[config.mk]
export PLATFORM = sky130hd
export DESIGN_NAME = demo_txn_sequencer_flat
export DESIGN_NICKNAME = d
export VERILOG_FILES = /design/src/rtl/demo_txn_sequencer_pkg.sv /design/src/rtl/demo_txn_sequencer_if.sv /design/src/rtl/demo_txn_sequencer_debounce.sv /design/src/rtl/demo_txn_sequencer.sv /design/src/flat_wrapper.sv
export SDC_FILE = /design/constraint.sdc
export NUM_CORES = 1
export LEC_CHECK = 0
export BUFFER_PORTS_ARGS = -buffer_cell sky130_fd_sc_hd__buf_2
export CAP_MARGIN = 20
export CORE_UTILIZATION = 42
export CTS_CLUSTER_DIAMETER = 150
export DETAILED_ROUTE_END_ITERATION = 10
export HOLD_SLACK_MARGIN = 0.05
export PLACE_DENSITY = 0.71
export SETUP_SLACK_MARGIN = 0.15
export SKIP_CTS_REPAIR_TIMING = 1
export SLEW_MARGIN = 20
export SYNTH_ARGS = -nofsm -noshare
export SYNTH_HDL_FRONTEND = slang
export SYNTH_HIERARCHICAL = 1
export SYNTH_SLANG_ARGS = --single-unit
export TNS_END_PERCENT = 50
[constraint.sdc]
create_clock -name clk -period 4.65 [get_ports clk]
set_input_delay 0.465 -clock clk [delete_from_list [all_inputs] [get_ports clk]]
set_output_delay 0.465 -clock clk [all_outputs]
set_load 0.1 [all_outputs]
[src/rtl/demo_txn_sequencer_pkg.sv]
// Shared types and helpers for the transaction sequencer: channel FSM
// states, request mode encodings and address-table indexing.
package demo_pkg;

    typedef enum logic [1:0] {
        IDLE  = 2'd0,
        ISSUE = 2'd1,
        WAIT  = 2'd2
    } ch_state_t;

    localparam logic MODE_READ  = 1'b0;
    localparam logic MODE_WRITE = 1'b1;

    // Flat entry number of entry `entry` of channel `ch` in the packed address table
    function automatic int tbl_idx(input int ch, input int entry, input int depth);
        return ch * depth + entry;
    endfunction

endpackage

[src/rtl/demo_txn_sequencer_if.sv]
// Request/response bus between the sequencer and its bus masters.
// One ready/valid request lane and one completion lane per channel.
interface demo_txn_sequencer_if #(
    parameter int NUM_CH     = 2,
    parameter int ADDR_WIDTH = 16,
    parameter int DATA_WIDTH = 8
);
    logic [NUM_CH-1:0]            req_valid;
    logic [NUM_CH-1:0]            req_ready;
    logic [NUM_CH*ADDR_WIDTH-1:0] req_addr;
    logic [NUM_CH*DATA_WIDTH-1:0] req_wdata;
    logic [NUM_CH-1:0]            req_mode;
    logic [NUM_CH-1:0]            rsp_valid;
    logic [NUM_CH*DATA_WIDTH-1:0] rsp_rdata;

    // Sequencer side: issues requests, receives completions
    modport master (
        output req_valid, req_addr, req_wdata, req_mode,
        input  req_ready, rsp_valid, rsp_rdata
    );

    // Bus-master side: accepts requests, returns completions
    modport slave (
        input  req_valid, req_addr, req_wdata, req_mode,
        output req_ready, rsp_valid, rsp_rdata
    );
endinterface

[src/rtl/demo_txn_sequencer_debounce.sv]
// Push-button conditioner: two-flop synchroniser, stability counter and a
// one-cycle pulse on each accepted press (debounced 1->0 transition).
module demo_debounce #(
    parameter int DEBOUNCE_CYCLES = 4
) (
    input  logic clk,
    input  logic rstn,
    input  logic i_start_n,
    output logic o_press_evt
);
    localparam int                CNT_W   = $clog2(DEBOUNCE_CYCLES + 1);
    localparam logic [CNT_W-1:0]  CNT_MAX = CNT_W'(DEBOUNCE_CYCLES - 1);

    logic [1:0]       r_sync;
    logic             r_level;
    logic [CNT_W-1:0] r_cnt;
    logic             r_press;
    logic             w_sync;

    // Bring the asynchronous button into the clock domain (idles high)
    always_ff @(posedge clk) begin
        // NOTE: clocked state uses non-blocking assignments so every flop samples pre-edge values
        if (!rstn) r_sync <= 2'b11;
        else       r_sync <= {r_sync[0], i_start_n};
    end

    assign w_sync = r_sync[1];

    // Accept a new level only after DEBOUNCE_CYCLES consecutive differing samples
    always_ff @(posedge clk) begin
        if (!rstn) begin
            r_level <= 1'b1;
            r_cnt   <= '0;
            r_press <= 1'b0;
        end else begin
            r_press <= 1'b0;
            if (w_sync != r_level) begin
                if (r_cnt == CNT_MAX) begin
                    r_level <= w_sync;
                    r_cnt   <= '0;
                    r_press <= ~w_sync;
                end else begin
                    r_cnt <= r_cnt + 1'b1;
                end
            end else begin
                r_cnt <= '0;
            end
        end
    end

    assign o_press_evt = r_press;

endmodule

[src/rtl/demo_txn_sequencer.sv]
// N-channel transaction sequencer: each debounced button press launches a
// single request or a DEPTH-long burst on every enabled channel, walking a
// per-channel address table. Completions update a display latch and a
// saturating transaction counter.
module demo_txn_sequencer
    import demo_pkg::*;
#(
    parameter int NUM_CH          = 2,
    parameter int ADDR_WIDTH      = 16,
    parameter int DATA_WIDTH      = 8,
    parameter int DEPTH           = 4,
    parameter int DEBOUNCE_CYCLES = 4,
    parameter logic [NUM_CH*DEPTH*ADDR_WIDTH-1:0] ADDR_TABLE =
        {16'h0009, 16'h2005, 16'h0005, 16'h0001, 16'h1004, 16'h1004, 16'h0003, 16'h0002},
    localparam int CH_W = (NUM_CH > 1) ? $clog2(NUM_CH) : 1
) (
    input  logic                   clk,
    input  logic                   rstn,
    input  logic                   start_n,
    input  logic                   burst,
    input  logic [NUM_CH-1:0]      ch_enable,
    input  logic [NUM_CH-1:0]      ch_mode,
    demo_txn_sequencer_if.master   bus,
    input  logic [CH_W-1:0]        disp_sel,
    output logic [DATA_WIDTH-1:0]  disp_data,
    output logic                   busy,
    output logic [15:0]            txn_count
);
    localparam int IW = $clog2(DEPTH);

    logic                         w_press_evt;
    logic [NUM_CH-1:0]            w_valid;
    logic [NUM_CH-1:0]            w_mode;
    logic [NUM_CH-1:0]            w_done;
    logic [NUM_CH-1:0]            w_busy;
    logic [NUM_CH*ADDR_WIDTH-1:0] w_addr;
    logic [NUM_CH*DATA_WIDTH-1:0] w_wdata;
    logic [NUM_CH*DATA_WIDTH-1:0] w_last;
    logic [3:0]                   w_done_cnt;
    logic [16:0]                  w_txn_sum;
    logic [15:0]                  r_txn;

    demo_debounce #(
        .DEBOUNCE_CYCLES(DEBOUNCE_CYCLES)
    ) u_debounce (
        .clk        (clk),
        .rstn       (rstn),
        .i_start_n  (start_n),
        .o_press_evt(w_press_evt)
    );

    for (genvar c = 0; c < NUM_CH; c++) begin : g_ch
        localparam logic [3:0] CH_ID = 4'(c);

        ch_state_t             r_state;
        logic                  r_valid;
        logic                  r_mode;
        logic                  r_burst;
        logic [ADDR_WIDTH-1:0] r_addr;
        logic [DATA_WIDTH-1:0] r_wdata;
        logic [DATA_WIDTH-1:0] r_last;
        logic [IW-1:0]         r_idx;
        logic [IW-1:0]         r_beat;
        logic [3:0]            r_wr_cnt;

        logic [IW-1:0]         w_idx_next;
        logic [3:0]            w_wr_next;
        logic [ADDR_WIDTH-1:0] w_addr_cur;
        logic [ADDR_WIDTH-1:0] w_addr_next;
        logic [DATA_WIDTH-1:0] w_wdata_cur;
        logic [DATA_WIDTH-1:0] w_wdata_next;
        logic [DATA_WIDTH-1:0] w_rdata;

        // DEPTH is a power of two, so the index wraps on its own
        assign w_idx_next   = r_idx + 1'b1;
        assign w_wr_next    = (r_mode == MODE_WRITE) ? r_wr_cnt + 4'd1 : r_wr_cnt;
        assign w_addr_cur   = ADDR_TABLE[tbl_idx(c, int'(r_idx), DEPTH)*ADDR_WIDTH +: ADDR_WIDTH];
        assign w_addr_next  = ADDR_TABLE[tbl_idx(c, int'(w_idx_next), DEPTH)*ADDR_WIDTH +: ADDR_WIDTH];
        assign w_wdata_cur  = DATA_WIDTH'({CH_ID, r_wr_cnt});
        assign w_wdata_next = DATA_WIDTH'({CH_ID, w_wr_next});
        assign w_rdata      = bus.rsp_rdata[c*DATA_WIDTH +: DATA_WIDTH];

        // Channel FSM: launch on press, hold request until accepted, wait for completion
        always_ff @(posedge clk) begin
            if (!rstn) begin
                r_state  <= IDLE;
                r_valid  <= 1'b0;
                r_mode   <= MODE_READ;
                r_burst  <= 1'b0;
                r_addr   <= '0;
                r_wdata  <= '0;
                r_last   <= '0;
                r_idx    <= '0;
                r_beat   <= '0;
                r_wr_cnt <= '0;
            end else begin
                case (r_state)
                    IDLE: begin
                        if (w_press_evt && ch_enable[c]) begin
                            r_state <= ISSUE;
                            r_valid <= 1'b1;
                            r_addr  <= w_addr_cur;
                            r_wdata <= w_wdata_cur;
                            r_mode  <= ch_mode[c];
                            r_burst <= burst;
                            r_beat  <= '0;
                        end
                    end
                    ISSUE: begin
                        if (bus.req_ready[c]) begin
                            r_state <= WAIT;
                            r_valid <= 1'b0;
                        end
                    end
                    WAIT: begin
                        if (bus.rsp_valid[c]) begin
                            r_last   <= (r_mode == MODE_WRITE) ? r_wdata : w_rdata;
                            r_idx    <= w_idx_next;
                            r_wr_cnt <= w_wr_next;
                            if (r_burst && (r_beat != IW'(DEPTH - 1))) begin
                                r_state <= ISSUE;
                                r_valid <= 1'b1;
                                r_addr  <= w_addr_next;
                                r_wdata <= w_wdata_next;
                                r_mode  <= ch_mode[c];
                                r_beat  <= r_beat + 1'b1;
                            end else begin
                                r_state <= IDLE;
                            end
                        end
                    end
                    default: r_state <= IDLE;
                endcase
            end
        end

        assign w_valid[c]                             = r_valid;
        assign w_mode[c]                              = r_mode;
        assign w_addr[c*ADDR_WIDTH +: ADDR_WIDTH]     = r_addr;
        assign w_wdata[c*DATA_WIDTH +: DATA_WIDTH]    = r_wdata;
        assign w_last[c*DATA_WIDTH +: DATA_WIDTH]     = r_last;
        assign w_done[c]                              = (r_state == WAIT) && bus.rsp_valid[c];
        assign w_busy[c]                              = (r_state != IDLE);
    end

    assign bus.req_valid = w_valid;
    assign bus.req_mode  = w_mode;
    assign bus.req_addr  = w_addr;
    assign bus.req_wdata = w_wdata;
    assign busy          = |w_busy;

    // Number of channels completing in this cycle
    always_comb begin
        // NOTE: assign a default before the loop so no path leaves the value held (no latch)
        w_done_cnt = '0;
        for (int c = 0; c < NUM_CH; c++) begin
            w_done_cnt = w_done_cnt + {3'b000, w_done[c]};
        end
    end

    assign w_txn_sum = {1'b0, r_txn} + {13'd0, w_done_cnt};

    // Saturating count of completed transactions
    always_ff @(posedge clk) begin
        if (!rstn)             r_txn <= '0;
        else if (w_txn_sum[16]) r_txn <= 16'hFFFF;
        else                   r_txn <= w_txn_sum[15:0];
    end

    assign txn_count = r_txn;

    // Display mux; selects beyond the channel count read as zero
    always_comb begin
        disp_data = '0;
        for (int c = 0; c < NUM_CH; c++) begin
            if (disp_sel == CH_W'(c)) disp_data = w_last[c*DATA_WIDTH +: DATA_WIDTH];
        end
    end

endmodule

[src/flat_wrapper.sv]
// flat-port wrapper written by rule: the top's interface ports become plain ports
module demo_txn_sequencer_flat import demo_pkg::*;
#(
    parameter int NUM_CH          = 2,
    parameter int ADDR_WIDTH      = 16,
    parameter int DATA_WIDTH      = 8,
    parameter int DEPTH           = 4,
    parameter int DEBOUNCE_CYCLES = 4,
    parameter logic [NUM_CH*DEPTH*ADDR_WIDTH-1:0] ADDR_TABLE =
        {16'h0009, 16'h2005, 16'h0005, 16'h0001, 16'h1004, 16'h1004, 16'h0003, 16'h0002},
    localparam int CH_W = (NUM_CH > 1) ? $clog2(NUM_CH) : 1
)
  (clk, rstn, start_n, burst, ch_enable, ch_mode, disp_sel, disp_data, busy, txn_count, bus_req_valid, bus_req_addr, bus_req_wdata, bus_req_mode, bus_req_ready, bus_rsp_valid, bus_rsp_rdata);
  demo_txn_sequencer_if #(.NUM_CH(NUM_CH), .ADDR_WIDTH(ADDR_WIDTH), .DATA_WIDTH(DATA_WIDTH)) bus_i ();
  input  logic clk;
  input  logic rstn;
  input  logic start_n;
  input  logic burst;
  input  logic [NUM_CH-1:0] ch_enable;
  input  logic [NUM_CH-1:0] ch_mode;
  input  logic [CH_W-1:0] disp_sel;
  output logic [DATA_WIDTH-1:0] disp_data;
  output logic busy;
  output logic [15:0] txn_count;
  output wire logic [$bits(bus_i.req_valid)-1:0] bus_req_valid;
  output wire logic [$bits(bus_i.req_addr)-1:0] bus_req_addr;
  output wire logic [$bits(bus_i.req_wdata)-1:0] bus_req_wdata;
  output wire logic [$bits(bus_i.req_mode)-1:0] bus_req_mode;
  input wire logic [$bits(bus_i.req_ready)-1:0] bus_req_ready;
  input wire logic [$bits(bus_i.rsp_valid)-1:0] bus_rsp_valid;
  input wire logic [$bits(bus_i.rsp_rdata)-1:0] bus_rsp_rdata;
  assign bus_req_valid = bus_i.req_valid;
  assign bus_req_addr = bus_i.req_addr;
  assign bus_req_wdata = bus_i.req_wdata;
  assign bus_req_mode = bus_i.req_mode;
  assign bus_i.req_ready = bus_req_ready;
  assign bus_i.rsp_valid = bus_rsp_valid;
  assign bus_i.rsp_rdata = bus_rsp_rdata;
  demo_txn_sequencer #(.NUM_CH(NUM_CH), .ADDR_WIDTH(ADDR_WIDTH), .DATA_WIDTH(DATA_WIDTH), .DEPTH(DEPTH), .DEBOUNCE_CYCLES(DEBOUNCE_CYCLES), .ADDR_TABLE(ADDR_TABLE)) u_core (.clk(clk), .rstn(rstn), .start_n(start_n), .burst(burst), .ch_enable(ch_enable), .ch_mode(ch_mode), .bus(bus_i), .disp_sel(disp_sel), .disp_data(disp_data), .busy(busy), .txn_count(txn_count));
endmodule
==> impl_results.rst, run 1 <==
.. list-table::
   :header-rows: 1

   * - Metric
     - Value
   * - Crit path max fanout
     - 20
   * - Hold path startpoint
     - start_n
   * - Std-Cell Rows
     - 34
   * - Initial antenna violation count
     - 0
   * - Floorplan core area
     - 0.00881 sq mm
   * - Total via count after detailed routing
     - 3134
   * - Root cell of the clock tree
     - clkbuf_8
   * - Post-detailed-placement half-perimeter wirelength
     - between 5000 and 6000 microns
   * - Register clock-pin slew on the reported worst setup and hold paths
     - 0.09 ns
   * - Clock Sink Count
     - 80
   * - Height of the chip
     - around 98 microns
   * - Die outline area
     - 0.00958 sq mm
   * - Relative slew slack
     - 30.2%
   * - Peak supply drop
     - 0.125 mV
   * - Unrepaired setup endpoints after global routing
     - no
   * - Combinational cell fraction of total power
     - approximately 11%
   * - Total setup violations reported at the end of the flow
     - 0
   * - Syn avg cell area
     - 8.84 sq um
   * - Number of enable flip-flop cells after synthesis
     - 0
   * - Count of final hold-check violations
     - 0
   * - Final Max Slew Viols
     - 0
   * - RePlAce Congestion
     - 0.819
   * - Maximum number of pins on one net before global-route repair
     - 63
   * - Synth Register Bits
     - 80
   * - Crit-path cells
     - nand3b_1 -> inv_1 -> fa_1 -> ha_1 -> nand2_1 -> or2_0 -> a31oi_1
   * - Max Root-Sink Buffers
     - 2
   * - Area growth from synthesis to layout
     - 11.3%
   * - Final-layout setup total negative slack
     - 0 ns
   * - Cell area power density
     - 301 mW/mm^2
   * - Transition time at the pin with the least slew margin
     - 1.04 ns
   * - Aggregate global-route resource usage
     - 17.3%
   * - Clock Latency Late Sink
     - 0.35 ns
   * - Post-layout net count
     - 534
   * - Critical register-to-register path endpoint
     - u_core/txn_count[13]
   * - Cell area after synthesis
     - a little under 0.004 sq mm
   * - Number of levels the H-tree was split into
     - 3
   * - TritonCTS clock tree
     - built
   * - Total of max-cap violations
     - 0
   * - Post-Route Skew
     - 0.00971 ns
   * - Synth async-reset ratio
     - 0%
   * - Family with the most delay on the worst path
     - simple AND/OR/NAND/NOR gates
   * - Finished Cell Area
     - 0.00430 sq mm
   * - Number of distinct library cells after synthesis
     - 47
   * - Share of post-route cells with drive strength above 1
     - 22.6%
   * - Area post-placement
     - 0.00412 sq mm
   * - Critical path launch point type
     - flop
   * - Floorplan die width
     - roughly 98 microns
   * - F_max
     - 343 MHz
   * - Count of non-filler cells in the finished layout
     - 608
   * - Violated checks
     - DRC
   * - Post-detailed-route DRC marker count
     - 11
   * - Hold WC Path Type
     - in2reg
   * - Post-layout minimum cycle time
     - 2.91 ns
   * - Critical-path cell with the highest stage delay
     - fa_1
   * - Status
     - complete, but fails checks
   * - Post-DRT Antenna Nets
     - 0
   * - Endpoint of the worst hold path
     - u_core/u_debounce/r_sync[0]
   * - Crit path largest cell delay
     - 0.59 ns
   * - Data arrival at the endpoint of the critical path
     - 3.11 ns
   * - Number of primary I/O pins
     - 106
   * - Cell Int Power
     - 0.907 mW
   * - Synth Warn #
     - 6
   * - Share of the cycle needed by the critical path after routing
     - between 60% and 70%
   * - Buffers and inverters on the worst path
     - 1
   * - Sw power
     - 0.387 mW
   * - Routed Wire Length
     - just over 8000 microns
   * - Data required time at the worst endpoint
     - ~4.8 ns
   * - DR iter-0 viols
     - 210
   * - Wire length per cell after detailed routing
     - 13.3 microns
   * - ANT cells
     - 0
   * - Total iterations of the first detailed-routing run
     - 7
   * - Power share of the clock group
     - roughly 36%
   * - Routed via count divided by cell count
     - slightly above 5
   * - Yosys top cell area share
     - about 41%
   * - Worst-case register-to-register setup slack
     - between 1.5 and 2 ns
   * - Category of the most critical setup path
     - reg2reg
   * - Initial core utilization
     - 43.9%
   * - Share of synthesized area occupied by flip-flops and latches
     - 41.5%
   * - Remaining Overflow, GRT
     - 0
   * - Leakage dissipation
     - 1.73 nW
   * - Count of input and output buffers
     - 74
   * - Leading register cell type out of synthesis
     - dfxtp_1
   * - Fillers
     - about 860
   * - Cells on worst reg2reg path
     - 7
   * - Proportion of total power due to net switching
     - 29.9%
   * - Fraction of power consumed by sequential logic
     - ~53%
   * - Global-route wire length before repair
     - 13300 microns
   * - FF-to-FF Start
     - u_core/g_ch[0].r_state[0]
   * - Hold Worst Slack
     - between 0.2 and 0.3 ns
   * - Cells on Worst Hold Path
     - 2
   * - Number of buffers inserted during clock tree synthesis
     - 9
   * - Synth area leaders
     - dfxtp_1 41%, buf_4 7.2%, a21oi_1 4.9%
   * - Post-synthesis cell count
     - 437
   * - CP Capture Type
     - flop
   * - Dpl cells
     - 592
   * - Total power
     - 1.29 mW
   * - Vias in the first global route
     - 2884
   * - Biggest area consumer among synthesized cells
     - dfxtp_1
## kinds of logic (layout without fill, tap and decap cells)
logic type               count (synthesis)  count (layout)  synth area share, %
AND/OR/NAND/NOR                        152             152                 20.5
AO/OA/AOI/OAI                           80              80                 12.3
flip-flops                              80              80                 41.5
buffers and inverters                   67             100                 10.5
XOR/XNOR                                24              24                 5.44
multiplexers                            23              23                 6.22
adder cells (fa/ha/maj)                 10              10                 3.43
other                                    1              31               0.0971
## synthesized netlist by cell type (5+ instances only)
library cell and n:
clkbuf_1 13, or3_1 5, a21oi_1 38, xor2_1 12
nand3b_1 13, buf_4 37, mux2_2 8, ha_1 9
dfxtp_1 80, nand4_1 8, o21ai_0 14, nand3_1 15
a211oi_1 14, mux2i_1 15, nand2_1 40, buf_2 5
xnor2_1 12, inv_1 7, nor2_1 41
## power groups by stage
stage	Clock, mW	Combinational (mW)	Sequential [mW]
floorplan	0	0.144	0.702
global placement	0	0.140	0.702
detailed placement	0	0.140	0.702
CTS	0.482	0.141	0.686
global route	0.508	0.146	0.686
finish	0.467	0.141	0.686
## through the flow
stage,utilization [%],setup WS (ns)
after CTS,48.8,1.76
final,48.8,1.74
after floorplan,-,2.13
after global routing,48.8,1.46
after global placement,46.8,1.82
after detailed placement,46.8,1.68
## flip-flops by register name (all words and copies together) (netlist names)
register,count
u_core/g_ch.r_idx,4
u_core/g_ch.r_wr_cnt,8
u_core/g_ch.r_burst,2
u_core/g_ch.r_wdata,8
u_core/g_ch.r_last,16
u_core/u_debounce/r_cnt,3
u_core/g_ch.r_beat,4
u_core/txn_count,16
u_core/g_ch.r_mode,2
u_core/u_debounce/o_press_evt,1
u_core/u_debounce/r_sync,2
u_core/g_ch.r_addr,7
u_core/g_ch.r_valid,2
u_core/g_ch.r_state,4
u_core/u_debounce/r_level,1
## worst max path at each step
stage	from	to	slack (ns)	depth (start not counted)
floorplan	bus_rsp_valid[0]	u_core/txn_count[14]	2.13	10
global placement	bus_rsp_valid[0]	u_core/txn_count[13]	1.82	8
detailed placement	bus_rsp_valid[0]	u_core/txn_count[13]	1.68	8
CTS	u_core/g_ch[0].r_state[0]	u_core/txn_count[13]	1.76	7
global route	u_core/g_ch[1].r_state[1]	u_core/txn_count[13]	1.46	8
finish	u_core/g_ch[0].r_state[0]	u_core/txn_count[13]	1.74	7
## routing by layer
metal | global-route usage (%) | wire length (microns) | vias up
met5 | 0 | 0 | -
met4 | 7.69 | 120 | 0
met3 | 2.93 | 447 | 11
met2 | 27.7 | 3710 | 91
met1 | 22.8 | 3830 | 1463
li1 | - | - | 1569
## layout make-up
cell class / count / area, sq um / share of cell area, %
multi-input combinational: 320 / 1970 / 45.8
sequential: 80 / 1600 / 37.3
timing repair buffer: 75 / 378 / 8.79
clock buffer: 10 / 138 / 3.20
tap: 108 / 135 / 3.14
clock inverter: 6 / 42.5 / 0.990
inverter: 9 / 33.8 / 0.786
## placed cells by master, fill, tap and decap left out, types with 5 or more instances in the layout
| cell | netlist | routed |
|---|---|---|
| a211oi_1 | 14 | 14 |
| a21oi_1 | 38 | 38 |
| buf_2 | 5 | 74 |
| clkbuf_8 | 0 | 10 |
| conb_1 | 1 | 31 |
| dfxtp_1 | 80 | 80 |
| ha_1 | 9 | 9 |
| inv_1 | 7 | 7 |
| mux2_2 | 8 | 8 |
| mux2i_1 | 15 | 15 |
| nand2_1 | 40 | 40 |
| nand3_1 | 15 | 15 |
| nand3b_1 | 13 | 13 |
| nand4_1 | 8 | 8 |
| nor2_1 | 41 | 41 |
| o21ai_0 | 14 | 14 |
| or3_1 | 5 | 5 |
| xnor2_1 | 12 | 12 |
| xor2_1 | 12 | 12 |
No activity file was read; power rests on OpenSTA's default activity.
==> inputs of run 2 (changes only) <==
Clock period 4.65 ns to 2.7 ns, I/O delays scaled along.
==> run 2 against run 1 <==
Against the previous run: the flow still finishes with violations (DRC); combinational power rose by 77%; core utilization rose by 0.92 points; design area rose by 1.9%; cell count rose by 1.2%; register-to-register slack got worse by 1.4 ns; clock skew fell by 0.00073 ns.
==> impl_results.rst, run 2 (synthesis results as in run 1) <==
.. list-table::
   :header-rows: 1

   * - Metric
     - Value
   * - Remaining Overflow, GRT
     - 0 (unchanged)
   * - Cell area power density
     - 519 mW/mm^2 (+72%)
   * - Met3 WL post-DR
     - 468 microns (+4.7%)
   * - Std-Cell Rows
     - 34 (unchanged)
   * - Crit-path cells
     - nor2b_1 -> nand2_1 -> inv_2 -> fa_1 -> ha_1 -> nand2_1 -> or2_0 -> buf_4 -> a21oi_1
   * - Critical path launch point type
     - flop
   * - Highest-count cells in the layout ignoring fill and taps
     - 79 x dfxtp_1, 74 x buf_2, 40 x nand2_1, 40 x nor2_1, 38 x a21oi_1
   * - Crit path max fanout
     - 11 (-45%)
   * - Post-DRT Antenna Nets
     - 0 (unchanged)
   * - Transition time at the pin with the least slew margin
     - 0.671 ns (-0.374 ns)
   * - RePlAce Congestion
     - 0.882 (+7.6%)
   * - Number of buffers inserted during clock tree synthesis
     - 9 (unchanged)
   * - FF-to-FF Start
     - u_core/g_ch[1].r_state[0]
   * - Die outline area
     - 0.00958 sq mm (unchanged)
   * - Hold path startpoint
     - start_n
   * - Area growth from synthesis to layout
     - 13.4%
   * - Final Max Slew Viols
     - 0 (unchanged)
   * - Height of the chip
     - 97.9 microns (unchanged)
   * - Total power
     - 2.27 mW (+76%)
   * - Routed via count divided by cell count
     - 5.12 (-0.63%)
   * - Endpoint of the worst hold path
     - u_core/u_debounce/r_sync[0]
   * - Leakage dissipation
     - 1.78 nW (+2.9%)
   * - Count of input and output buffers
     - 74 (unchanged)
   * - Maximum number of pins on one net before global-route repair
     - 34 (-46%)
   * - CP Capture Type
     - flop
   * - Relative slew slack
     - 55.2% (+25 points)
   * - Root cell of the clock tree
     - clkbuf_8
   * - Most common cell on crit path
     - nand2_1
   * - Share of the cycle needed by the critical path after routing
     - 86.5% (+24 points)
   * - Peak supply drop
     - 0.287 mV (+130%)
   * - Critical register-to-register path endpoint
     - u_core/txn_count[8]
   * - Count of final hold-check violations
     - 0 (unchanged)
   * - Aggregate global-route resource usage
     - 18.4% (+1.1 points)
   * - Register clock-pin slew on the reported worst setup and hold paths
     - 0.08 ns (about the same)
   * - Wire length per cell after detailed routing
     - 13.6 microns (+1.8%)
   * - Post-detailed-route DRC marker count
     - 11 (unchanged)
   * - Post-detailed-placement half-perimeter wirelength
     - 6170 microns (+6.3%)
   * - Total iterations of the first detailed-routing run
     - 8 (+1)
   * - Met2 wire length
     - 3850 microns (+3.8%)
   * - Status
     - complete, but fails checks
   * - Violated checks
     - DRC
   * - Floorplan die width
     - 97.9 microns (unchanged)
   * - Initial core utilization
     - 43.9% (unchanged)
   * - Total area of sequential cells
     - 0.00160 sq mm (about the same)
   * - Global-route wire length before repair
     - 14100 microns (+6.2%)
   * - F_max
     - 428 MHz (+25%)
   * - Data arrival at the endpoint of the critical path
     - 2.54 ns (-0.57 ns)
   * - Share of post-route cells with drive strength above 1
     - 24.1% (+1.5 points)
   * - TritonCTS clock tree
     - built
   * - M1 wire length
     - 3940 microns (+2.7%)
   * - Combined area of the multi-input logic cells
     - 0.00197 sq mm (+0.13%)
   * - Number of primary I/O pins
     - 106 (unchanged)
   * - Hold Worst Slack
     - 0.0928 ns (-0.198 ns)
   * - Clock Latency Late Sink
     - 0.35 ns (about the same)
   * - Buffers and inverters on the worst path
     - 2 (+1)
   * - Unrepaired setup endpoints after global routing
     - no
   * - Cells on Worst Hold Path
     - 2 (unchanged)
   * - Hold WC Path Type
     - in2reg
   * - Data required time at the worst endpoint
     - 2.91 ns (-1.93 ns)
   * - Floorplan core area
     - 0.00881 sq mm (unchanged)
   * - Total of max-cap violations
     - 0 (unchanged)
   * - Routed Wire Length
     - 8360 microns (+3.0%)
   * - Crit path largest cell delay
     - 0.50 ns (-0.09 ns)
   * - Number of levels the H-tree was split into
     - 3 (unchanged)
   * - Top metal layer carrying routed signals
     - met4
   * - Leading cell type in the layout, fill and taps excluded
     - dfxtp_1
   * - Total setup violations reported at the end of the flow
     - 0 (unchanged)
   * - Cells on worst reg2reg path
     - 9 (+2)
   * - Fillers
     - 852 (-1.4%)
   * - DR iter-0 viols
     - 182 (-13%)
   * - Category of the most critical setup path
     - reg2reg
   * - Initial antenna violation count
     - 0 (unchanged)
   * - Worst-case register-to-register setup slack
     - 0.36 ns (-1.37 ns)
   * - Post-layout net count
     - 542 (+1.5%)
   * - Family with the most delay on the worst path
     - adder cells
   * - Post-layout minimum cycle time
     - 2.34 ns (-0.579 ns)
   * - Post-Route Skew
     - 0.00898 ns (-0.000730 ns)
   * - Critical-path cell with the highest stage delay
     - dfxtp_1
   * - Max Root-Sink Buffers
     - 2 (unchanged)
   * - ANT cells
     - 0 (unchanged)
   * - Vias in the first global route
     - 2926 (+1.5%)
   * - Total via count after detailed routing
     - 3150 (+0.51%)
   * - Final-layout setup total negative slack
     - 0 ns (unchanged)
   * - Clock Sink Count
     - 80 (unchanged)
-- run 2: worst max-delay path by stage --
stage | start | end | slack (ns) | cells after the start
2_1_floorplan | u_core/g_ch[0].r_state[1] | u_core/txn_count[14] | 0.23 | 10
3_3_place_gp | u_core/g_ch[1].r_state[1] | u_core/txn_count[8] | 0.47 | 9
3_5_place_dp | u_core/g_ch[1].r_state[1] | u_core/txn_count[8] | 0.38 | 9
4_1_cts | u_core/g_ch[1].r_state[1] | u_core/txn_count[8] | 0.35 | 9
5_1_grt | u_core/g_ch[1].r_state[0] | u_core/txn_count[8] | 0.17 | 9
6_report | u_core/g_ch[1].r_state[0] | u_core/txn_count[8] | 0.36 | 9
-- run 2: stage by stage --
step	cells	setup slack, ns	area (sq um)	util (%)
3_3_place_gp	600	0.469	4190	47.6
2_1_floorplan	467	0.226	3980	-
6_report	615	0.364	4380	49.7
4_1_cts	615	0.350	4380	49.7
5_1_grt	615	0.167	4380	49.7
3_5_place_dp	600	0.376	4190	47.6
-- run 2: metal layers --
metal	track usage, %	vias up
li1	-	1582
met1	24.7	1456
met2	29.1	105
met3	4.01	7
met4	6.64	0
met5	0	-
-- run 2: cell type report --
| cell class | count | area share, % |
|---|---|---|
| clock inverters | 6 | 1.40 |
| inverters | 9 | 0.771 |
| multi-input cells | 320 | 45.0 |
| flip-flops and latches | 80 | 36.6 |
| repair buffers | 83 | 10.3 |
| well taps | 108 | 3.09 |
| clock buffers | 9 | 2.83 |
-- run 2: report_power, final --
part / switching (mW) / internal, mW / leakage, nW
Combinational: 0.224 / 0.0252 / 1.04
Sequential: 0.000893 / 1.18 / 0.645
Clock: 0.422 / 0.418 / 0.0948
